--- config.mk ---
export PLATFORM = sky130hd
export DESIGN_NAME = mc_control_fsm
export DESIGN_NICKNAME = d
export VERILOG_FILES = /design/src/rtl/mc_ctrl_pkg.sv /design/src/rtl/mc_op_classify.sv /design/src/rtl/mc_control_fsm.sv
export SDC_FILE = /design/constraint.sdc
export NUM_CORES = 1
export LEC_CHECK = 0
export CELL_PAD_IN_SITES_DETAIL_PLACEMENT = 1
export CELL_PAD_IN_SITES_GLOBAL_PLACEMENT = 1
export CORE_AREA = 2 2 65 67
export CTS_CLUSTER_SIZE = 25
export DETAILED_ROUTE_END_ITERATION = 12
export DIE_AREA = 0 0 67 69
export GPL_TIMING_DRIVEN = 0
export PLACE_DENSITY_LB_ADDON = 0.1
export SETUP_SLACK_MARGIN = 0.15
export SYNTH_ARGS = -nofsm -noshare
export SYNTH_HDL_FRONTEND = slang
export SYNTH_SLANG_ARGS = --single-unit
export TNS_END_PERCENT = 10
--- constraint.sdc ---
create_clock -name clk -period 1.7 [get_ports clk]
set_input_delay 0.17 -clock clk [delete_from_list [all_inputs] [get_ports clk]]
set_output_delay 0.17 -clock clk [all_outputs]
set_load 0.02 [all_outputs]
--- src/rtl/mc_ctrl_pkg.sv ---
// Shared encodings for the multicycle control FSM: opcodes, states and
// datapath select values.
package mc_ctrl_pkg;

  typedef enum logic [6:0] {
    OP_LOAD   = 7'b0000011,
    OP_STORE  = 7'b0100011,
    OP_BRANCH = 7'b1100011,
    OP_I_TYPE = 7'b0010011,
    OP_R_TYPE = 7'b0110011,
    OP_JALR   = 7'b1100111,
    OP_LUI    = 7'b0110111,
    OP_AUIPC  = 7'b0010111,
    OP_JUMP   = 7'b1101111
  } opcode_t;

  typedef enum logic [3:0] {
    ST_FETCH    = 4'd0,
    ST_DECODE   = 4'd1,
    ST_MEMADR   = 4'd2,
    ST_MEMREAD  = 4'd3,
    ST_MEMWB    = 4'd4,
    ST_MEMWRITE = 4'd5,
    ST_EXEC_R   = 4'd6,
    ST_EXEC_I   = 4'd7,
    ST_ALUWB    = 4'd8,
    ST_BRANCH   = 4'd9,
    ST_JAL      = 4'd10,
    ST_JALR     = 4'd11,
    ST_LUI      = 4'd12,
    ST_AUIPC    = 4'd13,
    ST_TRAP     = 4'd14
  } state_t;

  localparam logic [1:0] SRCA_PC     = 2'b00;
  localparam logic [1:0] SRCA_OLDPC  = 2'b01;
  localparam logic [1:0] SRCA_RS1    = 2'b10;

  localparam logic [1:0] SRCB_RS2    = 2'b00;
  localparam logic [1:0] SRCB_IMM    = 2'b01;
  localparam logic [1:0] SRCB_FOUR   = 2'b10;

  localparam logic [1:0] RES_ALUREG  = 2'b00;
  localparam logic [1:0] RES_MEMDATA = 2'b01;
  localparam logic [1:0] RES_ALUOUT  = 2'b10;
  localparam logic [1:0] RES_IMM     = 2'b11;

  localparam logic [2:0] IMM_I       = 3'b000;
  localparam logic [2:0] IMM_S       = 3'b001;
  localparam logic [2:0] IMM_B       = 3'b010;
  localparam logic [2:0] IMM_J       = 3'b011;
  localparam logic [2:0] IMM_U       = 3'b100;
  localparam logic [2:0] IMM_SHAMT   = 3'b101;

  localparam logic [1:0] ALUOP_ADD    = 2'b00;
  localparam logic [1:0] ALUOP_BRANCH = 2'b01;
  localparam logic [1:0] ALUOP_FUNCT  = 2'b10;

  localparam logic [2:0] SIZE_WORD   = 3'b010;

  localparam logic [6:0] F7_BASE     = 7'b0000000;
  localparam logic [6:0] F7_ALT      = 7'b0100000;

  // Shift-immediate forms (SLLI/SRLI/SRAI) carry shamt instead of a full I-imm
  function automatic logic is_shift_f3(input logic [2:0] f3);
    return (f3 == 3'b001) || (f3 == 3'b101);
  endfunction

endpackage

--- src/rtl/mc_op_classify.sv ---
// DECODE successor selection from op_code/funct7.
// MC_ILLEGAL_TRAP_EN routes unknown opcodes and bad R-type funct7 to TRAP.
module mc_op_classify
  import mc_ctrl_pkg::*;
(
  input  logic [6:0] op_code,
  input  logic [6:0] funct7,
  output state_t     next_state
);

`ifdef MC_ILLEGAL_TRAP_EN
  localparam state_t REJECT_STATE = ST_TRAP;
`else
  localparam state_t REJECT_STATE = ST_FETCH;
`endif

  logic w_f7_ok;

  assign w_f7_ok = (funct7 == F7_BASE) || (funct7 == F7_ALT);

  always_comb begin
    next_state = REJECT_STATE;
    case (op_code)
      OP_LOAD,
      OP_STORE:  next_state = ST_MEMADR;
      OP_R_TYPE: next_state = w_f7_ok ? ST_EXEC_R : REJECT_STATE;
      OP_I_TYPE: next_state = ST_EXEC_I;
      OP_BRANCH: next_state = ST_BRANCH;
      OP_JUMP:   next_state = ST_JAL;
      OP_JALR:   next_state = ST_JALR;
      OP_LUI:    next_state = ST_LUI;
      OP_AUIPC:  next_state = ST_AUIPC;
      default:   next_state = REJECT_STATE;
    endcase
  end

endmodule

--- src/rtl/mc_control_fsm.sv ---
// Multicycle RV32 control FSM with memory wait-timeout trap.
// Optional MC_ILLEGAL_TRAP_EN adds the sticky illegal_instr output.
module mc_control_fsm
  import mc_ctrl_pkg::*;
#(
  parameter int unsigned MEM_WAIT_MAX = 15
) (
  input  logic       clk,
  input  logic       rst_n,
  input  logic [6:0] op_code,
  input  logic [2:0] funct3,
  input  logic [6:0] funct7,
  input  logic       mem_ready,
  output logic       mem_req,
  output logic       mem_we,
  output logic [2:0] mem_size,
  output logic       adr_src,
  output logic       ir_write,
  output logic       pc_write,
  output logic       reg_write,
  output logic       branch,
  output logic [1:0] alu_src_a,
  output logic [1:0] alu_src_b,
  output logic [1:0] alu_op,
  output logic [2:0] imm_src,
  output logic [1:0] result_src,
  output logic [3:0] state_o,
  output logic       mem_timeout
`ifdef MC_ILLEGAL_TRAP_EN
  ,
  output logic       illegal_instr
`endif
);

  localparam logic [3:0] WAIT_LIMIT = 4'(MEM_WAIT_MAX);

  state_t     r_state;
  logic [3:0] r_wait;
  logic       r_timeout;
  state_t     w_dec_next;
  logic       w_waiting;
  logic [3:0] w_wait_next;
  logic       w_wait_hit;

  mc_op_classify u_classify (
    .op_code    (op_code),
    .funct7     (funct7),
    .next_state (w_dec_next)
  );

  assign w_waiting   = mem_req & ~mem_ready;
  assign w_wait_next = r_wait + 4'd1;
  assign w_wait_hit  = w_waiting && (w_wait_next >= WAIT_LIMIT);

  always_ff @(posedge clk) begin
    if (!rst_n) begin
      r_state   <= ST_FETCH;
      r_wait    <= '0;
      r_timeout <= 1'b0;
    end else begin
      // Any cycle that is not a stalled memory access restarts the count
      r_wait <= (w_waiting && !w_wait_hit) ? w_wait_next : '0;
      if (w_wait_hit) begin
        r_state   <= ST_TRAP;
        r_timeout <= 1'b1;
      end else begin
        case (r_state)
          ST_FETCH:    if (mem_ready) r_state <= ST_DECODE;
          ST_DECODE:   r_state <= w_dec_next;
          ST_MEMADR:   r_state <= (op_code == OP_STORE) ? ST_MEMWRITE : ST_MEMREAD;
          ST_MEMREAD:  if (mem_ready) r_state <= ST_MEMWB;
          ST_MEMWRITE: if (mem_ready) r_state <= ST_FETCH;
          ST_EXEC_R,
          ST_EXEC_I,
          ST_AUIPC:    r_state <= ST_ALUWB;
          ST_TRAP:     r_state <= ST_TRAP;
          default:     r_state <= ST_FETCH;
        endcase
      end
    end
  end

`ifdef MC_ILLEGAL_TRAP_EN
  logic r_illegal;

  always_ff @(posedge clk) begin
    if (!rst_n) begin
      r_illegal <= 1'b0;
    end else if (r_state == ST_DECODE && w_dec_next == ST_TRAP) begin
      r_illegal <= 1'b1;
    end
  end

  assign illegal_instr = r_illegal;
`endif

  assign state_o     = r_state;
  assign mem_timeout = r_timeout;

  always_comb begin
    mem_req    = 1'b0;
    mem_we     = 1'b0;
    mem_size   = '0;
    adr_src    = 1'b0;
    ir_write   = 1'b0;
    pc_write   = 1'b0;
    reg_write  = 1'b0;
    branch     = 1'b0;
    alu_src_a  = SRCA_PC;
    alu_src_b  = SRCB_RS2;
    alu_op     = ALUOP_ADD;
    imm_src    = IMM_I;
    result_src = RES_ALUREG;
    case (r_state)
      ST_FETCH: begin
        mem_req    = 1'b1;
        mem_size   = SIZE_WORD;
        alu_src_a  = SRCA_PC;
        alu_src_b  = SRCB_FOUR;
        result_src = RES_ALUOUT;
        ir_write   = mem_ready;
        pc_write   = mem_ready;
      end
      ST_DECODE: begin
        alu_src_a = SRCA_OLDPC;
        alu_src_b = SRCB_IMM;
        imm_src   = IMM_B;
      end
      ST_MEMADR: begin
        alu_src_a = SRCA_RS1;
        alu_src_b = SRCB_IMM;
        imm_src   = (op_code == OP_STORE) ? IMM_S : IMM_I;
      end
      ST_MEMREAD: begin
        mem_req  = 1'b1;
        adr_src  = 1'b1;
        mem_size = funct3;
      end
      ST_MEMWRITE: begin
        mem_req  = 1'b1;
        mem_we   = 1'b1;
        adr_src  = 1'b1;
        mem_size = funct3;
      end
      ST_MEMWB: begin
        result_src = RES_MEMDATA;
        reg_write  = 1'b1;
      end
      ST_EXEC_R: begin
        alu_src_a = SRCA_RS1;
        alu_src_b = SRCB_RS2;
        alu_op    = ALUOP_FUNCT;
      end
      ST_EXEC_I: begin
        alu_src_a = SRCA_RS1;
        alu_src_b = SRCB_IMM;
        alu_op    = ALUOP_FUNCT;
        imm_src   = is_shift_f3(funct3) ? IMM_SHAMT : IMM_I;
      end
      ST_ALUWB: begin
        result_src = RES_ALUREG;
        reg_write  = 1'b1;
      end
      ST_BRANCH: begin
        alu_src_a  = SRCA_RS1;
        alu_src_b  = SRCB_RS2;
        alu_op     = ALUOP_BRANCH;
        result_src = RES_ALUREG;
        branch     = 1'b1;
      end
      ST_JAL: begin
        alu_src_a  = SRCA_OLDPC;
        alu_src_b  = SRCB_FOUR;
        result_src = RES_ALUREG;
        reg_write  = 1'b1;
        pc_write   = 1'b1;
        imm_src    = IMM_J;
      end
      ST_JALR: begin
        alu_src_a  = SRCA_RS1;
        alu_src_b  = SRCB_IMM;
        imm_src    = IMM_I;
        result_src = RES_ALUREG;
        reg_write  = 1'b1;
        pc_write   = 1'b1;
      end
      ST_LUI: begin
        imm_src    = IMM_U;
        result_src = RES_IMM;
        reg_write  = 1'b1;
      end
      ST_AUIPC: begin
        alu_src_a = SRCA_OLDPC;
        alu_src_b = SRCB_IMM;
        imm_src   = IMM_U;
        alu_op    = ALUOP_ADD;
      end
      default: ;
    endcase
  end

endmodule
; ---- After elaboration in Yosys (flattened, before gate mapping)
; Cells that the tools add are included.
[word_totals]
reg_bits = 9
output_inout_bits = 26
wordCells = 87
[classes]
addsub = 1
magnitude_cmp = 1
n_eq_ne = 32
mux = 23
n_bitwise = 3
reduce_logical = 23
[op_table]
columns = op, n
row1 = 4-bit one-hot mux with 8 select lines, 1
row2 = "4-bit == test, second input constant", 7
row3 = "7-bit by 6-bit == test with 1-bit output, second input constant", 4
row4 = 4-bit one-hot mux with 7 select lines, 1
row5 = "7-bit == test, second input constant", 3
row6 = "4-bit by 3-bit == test with 1-bit output, second input constant", 4
row7 = 4-bit two-way mux, 4
row8 = 3-bit one-hot mux with 5 select lines, 1
row9 = 5-bit OR reduction, 3
row10 = "7-bit by 5-bit == test with 1-bit output, second input constant", 2
row11 = 2-bit OR reduction, 7
row12 = 2-bit one-hot mux with 2 select lines, 3
row13 = 3-bit two-way mux, 3
row14 = "3-bit != test, second input constant", 3
row15 = 3-bit OR reduction, 3
row16 = "4-bit by 2-bit == test with 1-bit output, second input constant", 2
row17 = "7-bit by 2-bit == test with 1-bit output, second input constant", 1
row18 = 7-bit logical NOT, 1
row19 = 1-bit two-way mux, 7
row20 = "2-bit != test, second input constant", 3
row21 = 2-bit one-hot mux with 3 select lines, 1
row22 = 3-bit one-hot mux with 2 select lines, 1
row23 = 3-bit AND reduction, 2
row24 = "4-bit by 1-bit adder with 4-bit output, second input constant", 1
row25 = 12 further kinds, 15

; ---- Depth between registers and ports, before layout
[logic_depth]
ltp_word = 8
mapped_depth = 5
ltp_nobuf = 5

; ---- By module
; Synthesis repeated with hierarchy kept, for this count alone.
[unflattened]
hier_cells = 122
area_unflattened_um2 = 933.4
[modules_own_cells]
columns = mod, n_inst, cells_per_inst, area_per_inst_um2
row1 = mc_control_fsm, 1, 104, 803.3
row2 = mc_op_classify, 1, 18, 130.1

; ---- Worst setup path after synthesis
; Ideal clock, no wire load.
[synth_timing]
path_type = register to output
start = reg r_state[3] (netlist: state_o[3])
end = out result_src[1]
t_arrival_ps = 1722
required_time_ps = 1530
setup_slack_ps = -192
stages_incl_launch_ff = 5
path_cell_list = dfxtp_1 clkbuf_1 buf_1 nand2_1 a211oi_1
[synth_between]
elab_chain_len = 2
word_cells_on_any_way = 4
classes_between = eq/ne: 2 / mux: 1 / reduce/logical: 1
[synth_rtl]
columns = item, line_no
row1 = from (decl), mc_control_fsm.sv:37  ; state_t r_state;
row2 = from (signal assigned), mc_control_fsm.sv:69  ; ST_DECODE: r_state <= w_dec_next;
row3 = from (signal assigned), mc_control_fsm.sv:70  ; ST_MEMADR: r_state <= (op_code == OP_STORE) ? ST_MEMWRITE : ST_MEMREAD;
row4 = "4-bit == test, or another cell as far along", mc_control_fsm.sv:114  ; case (r_state)
row5 = 2-bit one-hot mux with 3 select lines *, mc_control_fsm.sv:114
row6 = to (decl), mc_control_fsm.sv:26  ; output logic [1:0] result_src,
; Mark *: on every way between the ends. The rest lies on a longest branch, timed or not.

; ---- Worst setup path after layout
[layout_timing]
start = reg r_state[3] (netlist: state_o[3])
end = out imm_src[2]
[layout_between]
elab_chain_len = 3
word_cells_on_any_way = 8
classes_between = eq/ne: 6 / mux: 1 / reduce/logical: 1
[layout_rtl]
columns = item, line_no
row1 = 4-bit == test, mc_control_fsm.sv:114
row2 = 2-bit OR reduction (no source line), -
row3 = 3-bit one-hot mux with 5 select lines *, mc_control_fsm.sv:114
row4 = to (decl), mc_control_fsm.sv:25  ; output logic [2:0] imm_src,
; Marked as above.

==> summary.md <==
Net switching is 32.01% of the power. For the worst-skew pair, the clock arrives at the later sink with an insertion delay of 0.23 ns. The endpoint type of the worst setup path is an output port. After clock tree synthesis, the clock-pin slew on the worst setup and hold paths is 0.04 ns. The tools report the quantity of hold-fixing buffers added after cts as 0.

VDD sags by at most 182.4 uV. By instance count, the leading cell after synthesis is sky130_fd_sc_hd__nor2_1. The worst-case clock buffer depth is 2, and the area fraction of the dominant cell type after synthesis is 16.55%. The total area inside the core boundary comes to 3914 sq um. Summed over all cells, the static leakage comes to 0.0008173 uW. Setup repair after global routing could not meet its margin everywhere. In this run the mean area of a mapped cell was 7.456 sq um. The signal on the critical path passes through clkbuf_16 > buf_8 > nor4b_2 > o21a_1 > buf_2. The time the worst path needs with I/O delays and setup is 1.651 ns, and the flip-flop and latch count after synthesis is 9. The number of vias per cell after detailed routing works out to 5.339. The worst slew margin relative to its limit came out at 69.00%.

The unique cell type count in the Yosys netlist came out at 57. Of all cell types, the one taking the most synthesized area is sky130_fd_sc_hd__dfxtp_1. The number of pins with negative max-slew slack in the final report is 0.

The actual slew at the worst max-slew pin is 0.4645 ns. The total overflow left after global routing is 0. Global routing used 18.72% of the available tracks across all layers. The detailed-router iteration count before antenna repair is 4.

The largest fanout on the critical path is 10, and the final hold violation count is 0. The logs give 0.8184 for the final RePlAce weighted congestion and 39.1% for the power share of the combinational group. For this run, the number of Yosys warnings is 0. The post-placement setup slack is -0.6723 ns, and the sequential share of the synthesized area is 16.55%.

For this design the total switching power over the nets is 246.6 uW. After detailed placement, the total cell area comes to 1628 sq um. For the design area, the log shows 1882 sq um. Sorting the synthesized cells by how often they occur yields 13 x sky130_fd_sc_hd__nor2_1, 9 x sky130_fd_sc_hd__dfxtp_1, 8 x sky130_fd_sc_hd__nand2_1, 8 x sky130_fd_sc_hd__nor3_1, 7 x sky130_fd_sc_hd__a21oi_1. The total power per unit cell area is 409.5 nW/um^2, and the post-synthesis to final-layout area growth is 72.87%. For this block, the via count after detailed routing is 1356. The logs give 6982 um for the first-pass GRT wire length and 0 for the number of setup violations in the final report. Summed over all nets, the half-perimeter wirelength after detailed placement is 2939 um. From left edge to right edge, the die measures 67 um. Synthesized area: 1089 sq um. The share of the clock period used by the worst path after layout is 97.09%.

The die covers 4623 sq um. The ratio of cells with drive above 1 in the final layout is 30.88%, and the count of nets left with antenna violations after detail routing is 0. TritonCTS built the clock tree. During placement, the flow inserted port buffers numbering 44. The count of standard-cell rows came out at 23. Number of clock sinks seen by CTS: 9. The tools report the number of global-route vias before repair as 1444. CTS placed an instance of sky130_fd_sc_hd__clkbuf_8 at the clock tree root.

Entering global routing, the biggest net connects 11 pins. The clock network burns 31.9% of the power. For this run, asynchronously set or reset flops after synthesis account for 0%.

The die is 69 um tall. The logs give 46 for the number of top-level pins and 146 for the instance count of the mapped netlist. The worst min-delay path class was register to register.

The internal portion of the total power is 524.0 uW. The run finished with clean final reports. The depth of the CTS H-tree came out at 1.

The starting DRC count in detailed routing came out at 58. The run gives 1.53 ns as the required time of the worst setup path. Between clock sinks in the finished design, the worst skew comes to 0.005500 ns. Peak per-stage delay on the critical path: 0.37 ns. In the final design database the tool counted 227 nets. The smallest setup slack after layout was 0.04939 ns.

For this run, the leading register cell type out of synthesis is sky130_fd_sc_hd__dfxtp_1. The sequential share of power was 29.0%. The run gives 0 as the residual DRC count. Number of antenna violations at the first check in global routing: 0. The highest clock frequency the design can meet is 0.6058 GHz. In the post-synthesis netlist, the biggest area contributors are sky130_fd_sc_hd__dfxtp_1 17%, sky130_fd_sc_hd__nor2_1 4.5%, sky130_fd_sc_hd__nor3_1 3.7%, sky130_fd_sc_hd__nand2b_1 3.4%, sky130_fd_sc_hd__o21a_1 3.4%.

The logs give 27.81% for the starting density of the core and 168 for the net count of the mapped netlist. The final routed wirelength across all metal layers was 3959 um; the data arrival time of the worst path was 1.48 ns. The critical path is of the register to output port type. Final hold analysis gives a worst-case slack of 0.4716 ns.

In this run, synthesis inferred 0 flip-flops with an integrated enable. The number of antenna diodes in the final layout is 0. The slowest stage of the critical path is the sky130_fd_sc_hd__dfxtp_4 cell. The clock buffer count from CTS is 3, and the routed wirelength normalized by instance count is 15.59 um. Max-cap violations in this run came to 0. Startpoint class of the critical path: a register.
==> power by group through the flow <==
| stage | logic [uW] | registers (uW) | clock network, uW |
|---|---|---|---|
| 4_1_cts | 299 | 223 | 249 |
| 5_1_grt | 327 | 225 | 262 |
| 3_3_place_gp | 293 | 230 | 0 |
| 2_1_floorplan | 155 | 233 | 0 |
| 6_report | 302 | 224 | 246 |
| 3_5_place_dp | 296 | 232 | 0 |
==> cells by family (layout without fill, tap and decap cells) <==
family / after synthesis / count (layout) / share of synthesized area [%]
flip-flops: 9 / 9 / 16.55
XOR/XNOR: 6 / 6 / 4.828
AND/OR/NAND/NOR: 75 / 75 / 42.65
adder cells (fa/ha/maj): 2 / 2 / 2.298
buffers and inverters: 15 / 73 / 6.437
AO/OA/AOI/OAI: 39 / 39 / 27.24
==> layout make-up <==
| class | count | area, sq um |
|---|---|---|
| plain buffers | 9 | 138.9 |
| flip-flops and latches | 9 | 195.2 |
| inverters | 6 | 22.52 |
| multi-input cells | 122 | 953.4 |
| clock buffers | 4 | 45.04 |
| repair buffers | 54 | 464.2 |
| well taps | 50 | 62.56 |
| fillers | 499 | 2032 |
==> placed cells by master (no fill, tap or decap), types with 5 or more instances in the layout <==
master and instances:
sky130_fd_sc_hd__nor2_1 10, sky130_fd_sc_hd__dfxtp_1 5, sky130_fd_sc_hd__buf_2 6, sky130_fd_sc_hd__inv_1 6, sky130_fd_sc_hd__dlygate4sd2_1 11, sky130_fd_sc_hd__clkdlybuf4s50_1 16, sky130_fd_sc_hd__o21a_1 5, sky130_fd_sc_hd__nand2b_1 6
sky130_fd_sc_hd__a21oi_1 6, sky130_fd_sc_hd__buf_4 14, sky130_fd_sc_hd__nand2_1 8
==> worst paths after layout <==
kind                     from           to  slack, ns  depth (start not counted)
setup / recovery   state_o[3]   imm_src[2]       0.05                          5
hold / removal    mem_timeout  mem_timeout       0.47                          1
setup reg to reg   state_o[2]   state_o[3]       0.05                          4
hold reg to reg   mem_timeout  mem_timeout       0.47                          1
==> through the flow <==
stage | cells | TNS (ns) | util (%) | total power (uW)
floorplan | 146 | 0 | - | 388.0
global route | 254 | -0.01053 | 48.08 | 813.9
detailed placement | 240 | -7.945 | 41.59 | 527.9
finish | 254 | 0 | 48.08 | 770.6
global placement | 240 | -7.437 | 41.59 | 522.9
CTS | 254 | 0 | 47.83 | 771.0
==> timing repair <==
item | CTS | global route
pin swaps | 9 | 0
endpoints found under the setup margin | 30 | 31
gates resized for setup | 108 | 12
gates cloned | 0 | 0
setup buffers | 10 | 0
==> flip-flops by register name, indices dropped and copies added, names as in the netlist <==
| signal | cells |
|---|---|
| mem_timeout | 1 |
| state_o | 4 |
| r_wait | 4 |
==> metal layers <==
metal	share of wire, %	track usage [%]
met5	0	0
met4	0.40	4.535
met3	3.5	1.468
met2	51	31.57
met1	45	25.35
==> critical path: cells and delay by family (launching register included) <==
kind | cells | cell delay (ns)
flip-flops | 1 | 0.37
AO/OA/AOI/OAI | 1 | 0.14
buffers and inverters | 3 | 0.46
AND/OR/NAND/NOR | 1 | 0.28
Power figures use the tool's default switching activity.
